<file path="config.mk">
export PLATFORM = sky130hd
export DESIGN_NAME = wave_shaper
export DESIGN_NICKNAME = d
export VERILOG_FILES = /design/src/rtl/wave_pkg.sv /design/src/rtl/sine_rom.sv /design/src/rtl/wave_shaper.sv
export SDC_FILE = /design/constraint.sdc
export NUM_CORES = 1
export LEC_CHECK = 0
export CORE_MARGIN = 2
export CORE_UTILIZATION = 35
export CTS_CLUSTER_SIZE = 40
export DETAILED_ROUTE_END_ITERATION = 7
export PLACE_DENSITY = 0.53
export SYNTH_ARGS = -nofsm -noshare
export SYNTH_HDL_FRONTEND = slang
export SYNTH_SLANG_ARGS = --single-unit
</file>
<file path="constraint.sdc">
create_clock -name clk -period 2.1 [get_ports clk]
set_input_delay 0.315 -clock clk [delete_from_list [all_inputs] [get_ports clk]]
set_output_delay 0.315 -clock clk [all_outputs]
set_load 0.005 [all_outputs]
</file>
<file path="src/rtl/wave_pkg.sv">
// ---------------------------------------------------------------------------
// wave_pkg
// Shared definitions for the waveform shaper:
//   state_t  - controller states (IDLE waits for a period boundary, RUN shapes)
//   mode_t   - waveform selection codes carried on mode / mode_active
//   sineEntry - elaboration-time helper that produces one quarter-wave table
//               entry, floor((2^(n-1) - 0.5) * sin(pi*(2k+1)/2^n)), using
//               integer fixed-point math so that no real arithmetic reaches
//               the netlist.
// ---------------------------------------------------------------------------
package wave_pkg;

  typedef enum logic {
    IDLE = 1'b0,
    RUN  = 1'b1
  } state_t;

  typedef enum logic [2:0] {
    SAW  = 3'd0,
    RSAW = 3'd1,
    SQR  = 3'd2,
    TRI  = 3'd3,
    SIN  = 3'd4
  } mode_t;

  // pi scaled by 2^30; Q30 keeps x*x inside a signed 64-bit product.
  localparam longint PI_Q30       = 64'sd3373259426;
  localparam int     TAYLOR_TERMS = 10;

  // Taylor series for sin(x) in Q30, then scaled by (2^n - 1)/2, which is
  // the (H - 0.5) amplitude expressed without fractions. The argument never
  // exceeds pi/2, so ten terms are far below one LSB of error.
  function automatic int sineEntry(input int n, input int k);
    longint x;
    longint x2;
    longint term;
    longint sum;
    longint amp;
    x    = (PI_Q30 * longint'(2 * k + 1)) >>> n;
    x2   = (x * x) >>> 30;
    term = x;
    sum  = x;
    for (int j = 1; j <= TAYLOR_TERMS; j++) begin
      term = -(((term * x2) >>> 30) / longint'((2 * j) * (2 * j + 1)));
      sum  = sum + term;
    end
    amp = (((longint'(1) << n) - 1) * sum) >>> 31;
    return int'(amp);
  endfunction

endpackage

</file>
<file path="src/rtl/sine_rom.sv">
// ---------------------------------------------------------------------------
// sine_rom
// Combinational quarter-wave sine table with 2^(N-2) entries of N-1 bits.
// The contents are fixed at elaboration; the parent mirrors and offsets the
// entries to build a full period.
// Ports:
//   i_addr [N-3:0] - table index k
//   o_data [N-2:0] - rom[k]
// ---------------------------------------------------------------------------
module sine_rom
  import wave_pkg::*;
#(
  parameter int N = 8
) (
  input  logic [N-3:0] i_addr,
  output logic [N-2:0] o_data
);

  localparam int DEPTH = 2 ** (N - 2);

  logic [N-2:0] w_table [DEPTH];

  // Every entry is an elaboration-time constant, so this folds into a
  // plain lookup table.
  for (genvar k = 0; k < DEPTH; k++) begin : g_entry
    localparam int VALUE = sineEntry(N, k);
    assign w_table[k] = VALUE[N-2:0];
  end

  assign o_data = w_table[i_addr];

endmodule

</file>
<file path="src/rtl/wave_shaper.sv">
// ---------------------------------------------------------------------------
// wave_shaper
// Turns the phase count of an upstream up-counter into one of several
// periodic waveforms. A new mode/duty request only takes effect at a period
// boundary (the counter carry), so every emitted period is complete.
// Ports:
//   clk         - clock, rising edge
//   rst         - asynchronous reset, active low
//   cnt  [N-1:0]- phase count from the upstream counter
//   co          - upstream carry-out (cnt all ones and counting)
//   en          - sample strobe shared with the upstream counter
//   clr         - synchronous return to IDLE, overrides en/co
//   mode [2:0]  - requested waveform
//   duty [N-1:0]- requested square-wave threshold
//   wave [N-1:0]- registered unsigned sample
//   mode_active - waveform currently being generated
//   cycle_done  - one-clock pulse after each period boundary
// N must be at least 4 so the sine quadrant split leaves a table index.
// ---------------------------------------------------------------------------
module wave_shaper
  import wave_pkg::*;
#(
  parameter int N = 8
) (
  input  logic         clk,
  input  logic         rst,
  input  logic [N-1:0] cnt,
  input  logic         co,
  input  logic         en,
  input  logic         clr,
  input  logic [2:0]   mode,
  input  logic [N-1:0] duty,
  output logic [N-1:0] wave,
  output logic [2:0]   mode_active,
  output logic         cycle_done
);

  state_t       r_state;
  logic [2:0]   r_modeActive;
  logic [N-1:0] r_dutyActive;
  logic         r_phase;
  logic [N-1:0] r_wave;
  logic         r_cycleDone;

  logic [1:0]   w_quadrant;
  logic [N-3:0] w_romAddr;
  logic [N-2:0] w_romData;
  logic [N-1:0] w_sample;
  logic         w_boundary;

  assign w_boundary = en && co;

  // Odd quadrants read the table backwards; ~index equals M - index.
  assign w_quadrant = cnt[N-1:N-2];
  assign w_romAddr  = w_quadrant[0] ? ~cnt[N-3:0] : cnt[N-3:0];

  sine_rom #(
    .N(N)
  ) u_sine_rom (
    .i_addr(w_romAddr),
    .o_data(w_romData)
  );

  // Sample for the current count under the latched mode. For sine, the
  // upper half is H + rom = {1, rom} and the lower half is H - 1 - rom =
  // {0, ~rom}, so no adder is needed.
  always_comb begin
    w_sample = '0;
    case (r_modeActive)
      SAW:     w_sample = cnt;
      RSAW:    w_sample = ~cnt;
      SQR:     w_sample = (cnt < r_dutyActive) ? {N{1'b1}} : {N{1'b0}};
      TRI:     w_sample = r_phase ? ~cnt : cnt;
      SIN:     w_sample = w_quadrant[1] ? {1'b0, ~w_romData} : {1'b1, w_romData};
      default: w_sample = '0;
    endcase
  end

  // Controller. IDLE tracks the requested mode continuously and waits for a
  // carry; RUN samples on every strobe and only re-latches mode/duty and
  // flips the triangle direction on a carry, so the carry sample itself
  // still belongs to the old period.
  always_ff @(posedge clk or negedge rst) begin
    if (!rst) begin
      r_state      <= IDLE;
      r_modeActive <= '0;
      r_dutyActive <= '0;
      r_phase      <= 1'b0;
      r_wave       <= '0;
      r_cycleDone  <= 1'b0;
    end else if (clr) begin
      r_state     <= IDLE;
      r_wave      <= '0;
      r_phase     <= 1'b0;
      r_cycleDone <= 1'b0;
      if (r_state == IDLE) begin
        r_modeActive <= mode;
        r_dutyActive <= duty;
      end
    end else begin
      case (r_state)
        IDLE: begin
          r_modeActive <= mode;
          r_dutyActive <= duty;
          r_wave       <= '0;
          r_phase      <= 1'b0;
          r_cycleDone  <= w_boundary;
          if (w_boundary) begin
            r_state <= RUN;
          end
        end
        RUN: begin
          if (en) begin
            r_wave <= w_sample;
          end
          r_cycleDone <= w_boundary;
          if (w_boundary) begin
            r_modeActive <= mode;
            r_dutyActive <= duty;
            r_phase      <= ~r_phase;
          end
        end
        default: begin
          r_state <= IDLE;
        end
      endcase
    end
  end

  assign wave        = r_wave;
  assign mode_active = r_modeActive;
  assign cycle_done  = r_cycleDone;

endmodule

</file>
== Yosys cells after proc, flatten, opt, wreduce, memory -nomap -nowiden ==
Memories as Yosys holds them, arrays and structs flattened.
Cells that the tools add are included.

* Order comparisons: 2
* Eq/ne operators: 8
* Multiplexer cells: 25
* Bitwise logic cells: 6
* Reduce and logical (&&, ||, !) cells: 3

{| class="wikitable"
|+ Operators with widths
! cell !! count
|-
| 2-to-1 mux 8 bit || 8
|-
| case mux 8 bit (5 select lines) || 1
|-
| case mux 8 bit (2 select lines) || 2
|-
| 2-to-1 mux 7 bit || 2
|-
| 2-to-1 mux 3 bit || 3
|-
| < comparator 8 bit || 1
|-
| NOT 8 bit || 1
|-
| >= comparator 7 bit, second input constant || 1
|-
| NOT 6 -> 7 bit || 1
|-
| NOT 7 bit || 1
|-
| == test 3 x 2 -> 1 bit, second input constant || 2
|-
| 2-to-1 mux 1 bit || 6
|-
| 2-to-1 mux 6 bit || 1
|-
| NOT 6 bit || 1
|-
| case mux 3 bit (2 select lines) || 1
|-
| == test 3 x 1 -> 1 bit, second input constant || 1
|-
| == test 3 bit, second input constant || 1
|-
| logical NOT 3 bit || 1
|-
| != test 3 x 2 -> 1 bit, second input constant || 1
|-
| != test 3 bit, second input constant || 1
|-
| != test 2 x 1 -> 1 bit, second input constant || 1
|-
| != test 2 bit, second input constant || 1
|-
| NOT 1 bit || 2
|-
| case mux 1 bit (2 select lines) || 1
|-
| 2 further kinds || 2
|}

* Register bits after elaboration: 22
* Memory bits (read-only): 448
* Input port bits: 24
* Memories kept: 1

{| class="wikitable"
|+ Memory list
! name !! depth !! width !! rd ports !! clocked after Yosys merged registers in !! wr ports !! RTL line !! RTL
|-
| (name not given) || 64 || 7 || 1 || 0 || 0 || sine_rom.sv:30 || <nowiki>assign o_data = w_table[i_addr];</nowiki>
|}

== Logic depth before layout (Yosys ltp) ==
* Word-level depth: 12
* Gate-level depth with buffers: 12

== Modules after synthesis ==
A second synthesis with hierarchy kept.

* Cell total of the unflattened synthesis: 256
* Area total of the unflattened synthesis: 2173.3 um^2

{| class="wikitable"
|+ By module, submodules not included
! module !! times used !! cells each !! area each (um^2) !! seq. area each (um^2)
|-
| wave_shaper || 1 || 150 || 1421.4 || 550.5
|-
| sine_rom || 1 || 106 || 752.0 || 0.0
|}

== Worst setup path after synthesis ==
OpenSTA, ideal clock, no wires.

* Kind: input to register
* From: input port cnt[6]
* To: register r_wave[0] (netlist: wave[0])
* Library setup time: 0.126 ns
* Arrival time: 2.871 ns
* Slack: -0.897 ns
* Cell stages on the path: 12
* Cells stage by stage: buf_2 -> buf_6 -> buf_4 -> xnor2_1 -> inv_1 -> ha_1 -> mux2_2 -> mux4_2 -> a211oi_1 -> o32ai_1 -> mux2i_1 -> a221o_1

* Word-level cells in the longest chain between the ends: 11
* Elaborated cells on any way between the ends: 13
* Classes of those cells: order compare (1); mux (9); bitwise (2); memory (1)

{| class="wikitable"
|+ Ends and longest elaborated chain
! what !! RTL line !! RTL
|-
| start: declaration || wave_shaper.sv:27 || <nowiki>input logic [N-1:0] cnt,</nowiki>
|-
| 2-to-1 mux 6 bit || wave_shaper.sv:55 || <nowiki>assign w_romAddr = w_quadrant[0] ? ~cnt[N-3:0] : cnt[N-3:0];</nowiki>
|-
| NOT 6 -> 7 bit (not written as such) || sine_rom.sv:30 ||
|-
| memory read (64 x 7 bit) || n/a ||
|-
| 2-to-1 mux 7 bit (not written as such) (2 in series) || sine_rom.sv:30 ||
|-
| NOT 7 bit || wave_shaper.sv:74 || <nowiki>SIN: w_sample = w_quadrant[1] ? {1'b0, ~w_romData} : {1'b1, w_romData};</nowiki>
|-
| 2-to-1 mux 8 bit || wave_shaper.sv:74 ||
|-
| case mux 8 bit (5 select lines) (*) || wave_shaper.sv:69 || <nowiki>case (r_modeActive)</nowiki>
|-
| 2-to-1 mux 8 bit (*) || wave_shaper.sv:113 || <nowiki>if (en) begin</nowiki>
|-
| case mux 8 bit (2 select lines) (*) || wave_shaper.sv:101 || <nowiki>case (r_state)</nowiki>
|-
| 2-to-1 mux 8 bit (*) || wave_shaper.sv:91 || <nowiki>end else if (clr) begin</nowiki>
|-
| end signal: assignment || wave_shaper.sv:114 || <nowiki>r_wave <= w_sample;</nowiki>
|-
| end: declaration || wave_shaper.sv:42 || <nowiki>logic [N-1:0] r_wave;</nowiki>
|}

Mark *: on every way between the ends. The rest lies on a longest branch, timed or not. The select of a mux whose other input is x is not followed.
A chain may end at the register's enable or synchronous reset.

== Worst setup path after layout ==
* From: input port cnt[1]
* To: register r_wave[0] (netlist: wave[0])

* Word-level cells in the longest chain between the ends: 12
* Elaborated cells on any way between the ends: 14
* Classes of those cells: order compare (1); mux (9); bitwise (3); memory (1)

{| class="wikitable"
|+ Ends and longest elaborated chain
! what !! RTL line
|-
| NOT 6 bit || wave_shaper.sv:55
|-
| 2-to-1 mux 6 bit || wave_shaper.sv:55
|-
| NOT 6 -> 7 bit (not written as such) || sine_rom.sv:30
|-
| memory read (64 x 7 bit) || n/a
|-
| 2-to-1 mux 7 bit (not written as such) (2 in series) || sine_rom.sv:30
|-
| NOT 7 bit || wave_shaper.sv:74
|-
| 2-to-1 mux 8 bit || wave_shaper.sv:74
|-
| case mux 8 bit (5 select lines) (*) || wave_shaper.sv:69
|-
| 2-to-1 mux 8 bit (*) || wave_shaper.sv:113
|-
| case mux 8 bit (2 select lines) (*) || wave_shaper.sv:101
|-
| 2-to-1 mux 8 bit (*) || wave_shaper.sv:91
|}

Marks and branches as above.

==> impl_metrics.env <==
export IMPL_worstPathMaxFanout=4
export IMPL_worstPathRequired_ps=2270
export IMPL_setup_violations=3
export IMPL_ys_seq_elements=22
export IMPL_postSynthCellCount=333
export IMPL_antenna_left=0
export IMPL_power_frac_seq_pct=27.6
export IMPL_crit_type="primary input to register"
export IMPL_hold_ws_ps=383
export IMPL_vias_per_cell=5.56
export IMPL_die_w_um=91.1
export IMPL_drive_gt1_share_pct=28.3
export IMPL_core_area_mm2=0.00729
export IMPL_slew_headroom_pct=71.4
export IMPL_comb_power_share_pct=47.9
export IMPL_max_freq_mhz=458
export IMPL_avgSynthCellArea_um2=7.98
export IMPL_p_clk_share_pct=24.5
export IMPL_drv_cap=0
export IMPL_final_nets=456
export IMPL_drv_slew=0
export IMPL_tightest_slew_ps=423
export IMPL_portBuffers=35
export IMPL_h_tree_depth=1
export IMPL_synth_area_leaders="dfrtp_1 21%, ha_1 6.6%, o21ai_0 6.0%, nand2_1 4.5%, buf_6 4.2%"
export IMPL_dr_first_iter_drc_count=182
export IMPL_period_share_pct=104
export IMPL_antenna_found_initial=0
export IMPL_gp_routability_congestion=0.891
export IMPL_cts_hold_buf=0
export IMPL_synth_top_area_share_pct=20.7
export IMPL_synth_edf_count=0
export IMPL_cp_arrival_ps=2350
export IMPL_rows=31
export IMPL_die_area_mm2=0.00830
export IMPL_io_pins=36
export IMPL_cts_buffers_inserted=3
export IMPL_final_min_clock_period_ps=2180
export IMPL_intPower_w=0.00112
export IMPL_vias=2870
export IMPL_synth_area_mm2=0.00266
export IMPL_cp_start_kind="primary input"
export IMPL_clk_latency_ps=270
export IMPL_grt_pass1_vias=2726
export IMPL_p_leak_nw=1.65
export IMPL_synth_distinct_cells=68
export IMPL_place_hpwl_mm=6.28
export IMPL_cellPowerDensity_mw_per_mm2=447
export IMPL_end_kind="register"
export IMPL_ys_flop_type="dfrtp_1"
export IMPL_synth_top_cell_by_area="dfrtp_1"
export IMPL_p_sw_share_pct=33.9
export IMPL_ir_drop_uv=365
export IMPL_async_reset_ff_share_pct=100
export IMPL_violations="negative setup slack"
export IMPL_clock_path_buffers=2
export IMPL_start_util_pct=36.4
export IMPL_cts_clk_slew_worst_paths_ps=90
export IMPL_cts_tree="yes"
export IMPL_die_y_um=91.1
export IMPL_setup_ws_ps=-82.2
export IMPL_hold_class="primary input to async pin"
export IMPL_area_growth_pct=42.5
export IMPL_synth_nets=371
export IMPL_track_usage_pct=19.8
export IMPL_post_drt_wl_per_cell_um=16.0
export IMPL_antennaDiodeCount=0
export IMPL_hold_violations=0
export IMPL_finish_utilization_pct=51.9
export IMPL_wirelength_mm=8.23
export IMPL_seq_area_frac_synth_pct=20.7
export IMPL_cts_root_buf="clkbuf_8"
export IMPL_clock_skew_ps=3.69
export IMPL_outcome="complete, but fails checks"
export IMPL_pre_cts_slack_ps=-785
export IMPL_grt_max_degree=44
export IMPL_rsz0062_at_grt="yes"
export IMPL_cts_sinks=22
export IMPL_drc=0
export IMPL_grt_ovfl_total=0
export IMPL_grt_pass1_wl_mm=13.5
export IMPL_first_pass_iters=5
export IMPL_yosys_warnings=0
export IMPL_switchingPower_w=0.000574
## cells in the mapped netlist, types with 6 or more instances
master	count
dfrtp_1	22
nor2b_1	9
buf_6	10
a21oi_1	14
nand2b_1	12
a211oi_1	6
nand2_1	32
nor2_1	23
mux2_2	10
o21ai_0	32
buf_4	6
ha_1	14
buf_2	6
mux2i_1	7
inv_1	13
o211ai_1	6
## state kept, by name, indices dropped and copies added, names as in the netlist
signal	count
cycle_done	1
r_phase	1
wave	8
r_state	1
r_dutyActive	8
mode_active	3
## critical path, cell delays in order
cell and delay [ps]:
buf_8 100, xnor2_4 210, ha_4 240, mux2_4 260
mux4_2 460, a211oi_2 230, o32ai_2 120, mux2i_1 140
a221o_1 260
## path summary, 6_finish.rpt
check,startpoint,endpoint,slack [ps],cells after the start
min,rst,wave[4],380,2
max in group asynchronous,rst,r_dutyActive[1],1480,2
min in group clk,wave[4],wave[4],500,1
max reg2reg,r_dutyActive[2],wave[4],200,7
max,cnt[1],wave[0],-80,9
min reg2reg,wave[4],wave[4],500,1
## per-stage QoR
| step | TNS, ps | area, µm² | total power, W | std cells |
|---|---|---|---|---|
| 2_1_floorplan | -1770 | 2760 | 0.000928 | 333 |
| 6_report | -95.8 | 3780 | 0.00169 | 516 |
| 4_1_cts | -122 | 3700 | 0.00166 | 513 |
| 3_5_place_dp | -5170 | 3540 | 0.00122 | 506 |
| 5_1_grt | -459 | 3780 | 0.00180 | 516 |
| 3_3_place_gp | -5180 | 3540 | 0.00121 | 506 |
## cell usage in the layout, fill, tap and decap left out, drive strengths merged, types with 4 or more instances in the layout
cell type | netlist | layout
ha | 14 | 14
nand3b | 4 | 4
a32oi | 4 | 4
a21oi | 14 | 14
a31oi | 5 | 5
nand4 | 4 | 4
nand2 | 32 | 32
a211oi | 7 | 7
mux2 | 10 | 10
inv | 14 | 13
a22oi | 5 | 5
o21ai | 34 | 34
and2 | 6 | 6
o22ai | 4 | 4
xor2 | 4 | 4
mux2i | 7 | 7
clkdlybuf4s50 | 0 | 28
nor2 | 24 | 24
dfrtp | 22 | 22
or2 | 4 | 4
buf | 22 | 76
nand2b | 12 | 12
nor2b | 9 | 9
o211ai | 6 | 6
a22o | 5 | 5
## power by group through the flow
stage | Sequential [W] | Combinational (W) | Clock, W
floorplan | 0.000471 | 0.000457 | 0
global placement | 0.000474 | 0.000739 | 0
detailed placement | 0.000475 | 0.000745 | 0
CTS | 0.000466 | 0.000774 | 0.000418
global route | 0.000470 | 0.000887 | 0.000440
finish | 0.000466 | 0.000810 | 0.000415
## cell type report
class	count	area [µm²]
fill	732	3510
multi-input combinational	269	2000
timing repair buffer	108	986
sequential	22	551
tap	99	124
inverter	14	56.3
clock buffer	3	41.3
clock inverter	1	30.0
## cell families (layout without fill, tap and decap cells)
family                   after synthesis  after routing  share of synthesized area [%]
buffers and inverters                 42            126                           10.1
flip-flops                            22             22                           20.7
multiplexers                          18             18                           7.73
adder cells (fa/ha/maj)               14             14                           6.59
XOR/XNOR                               7              7                           2.31
AND/OR/NAND/NOR                      115            115                           22.5
AO/OA/AOI/OAI                        115            115                           30.1
## routing by layer
metal	up-vias	wire (µm)	track usage [%]
met1	1364	3880	28.7
met3	10	379	2.49
met5	-	0	0
met4	0	123	4.67
li1	1395	-	-
met2	101	3850	31.4
## timing repair
item,CTS,global route
gates cloned,0,1
endpoints found under the setup margin,8,7
pin swaps,6,7
resized for setup,30,20
buffers inserted,3,2
Power figures use the tool's default switching activity.
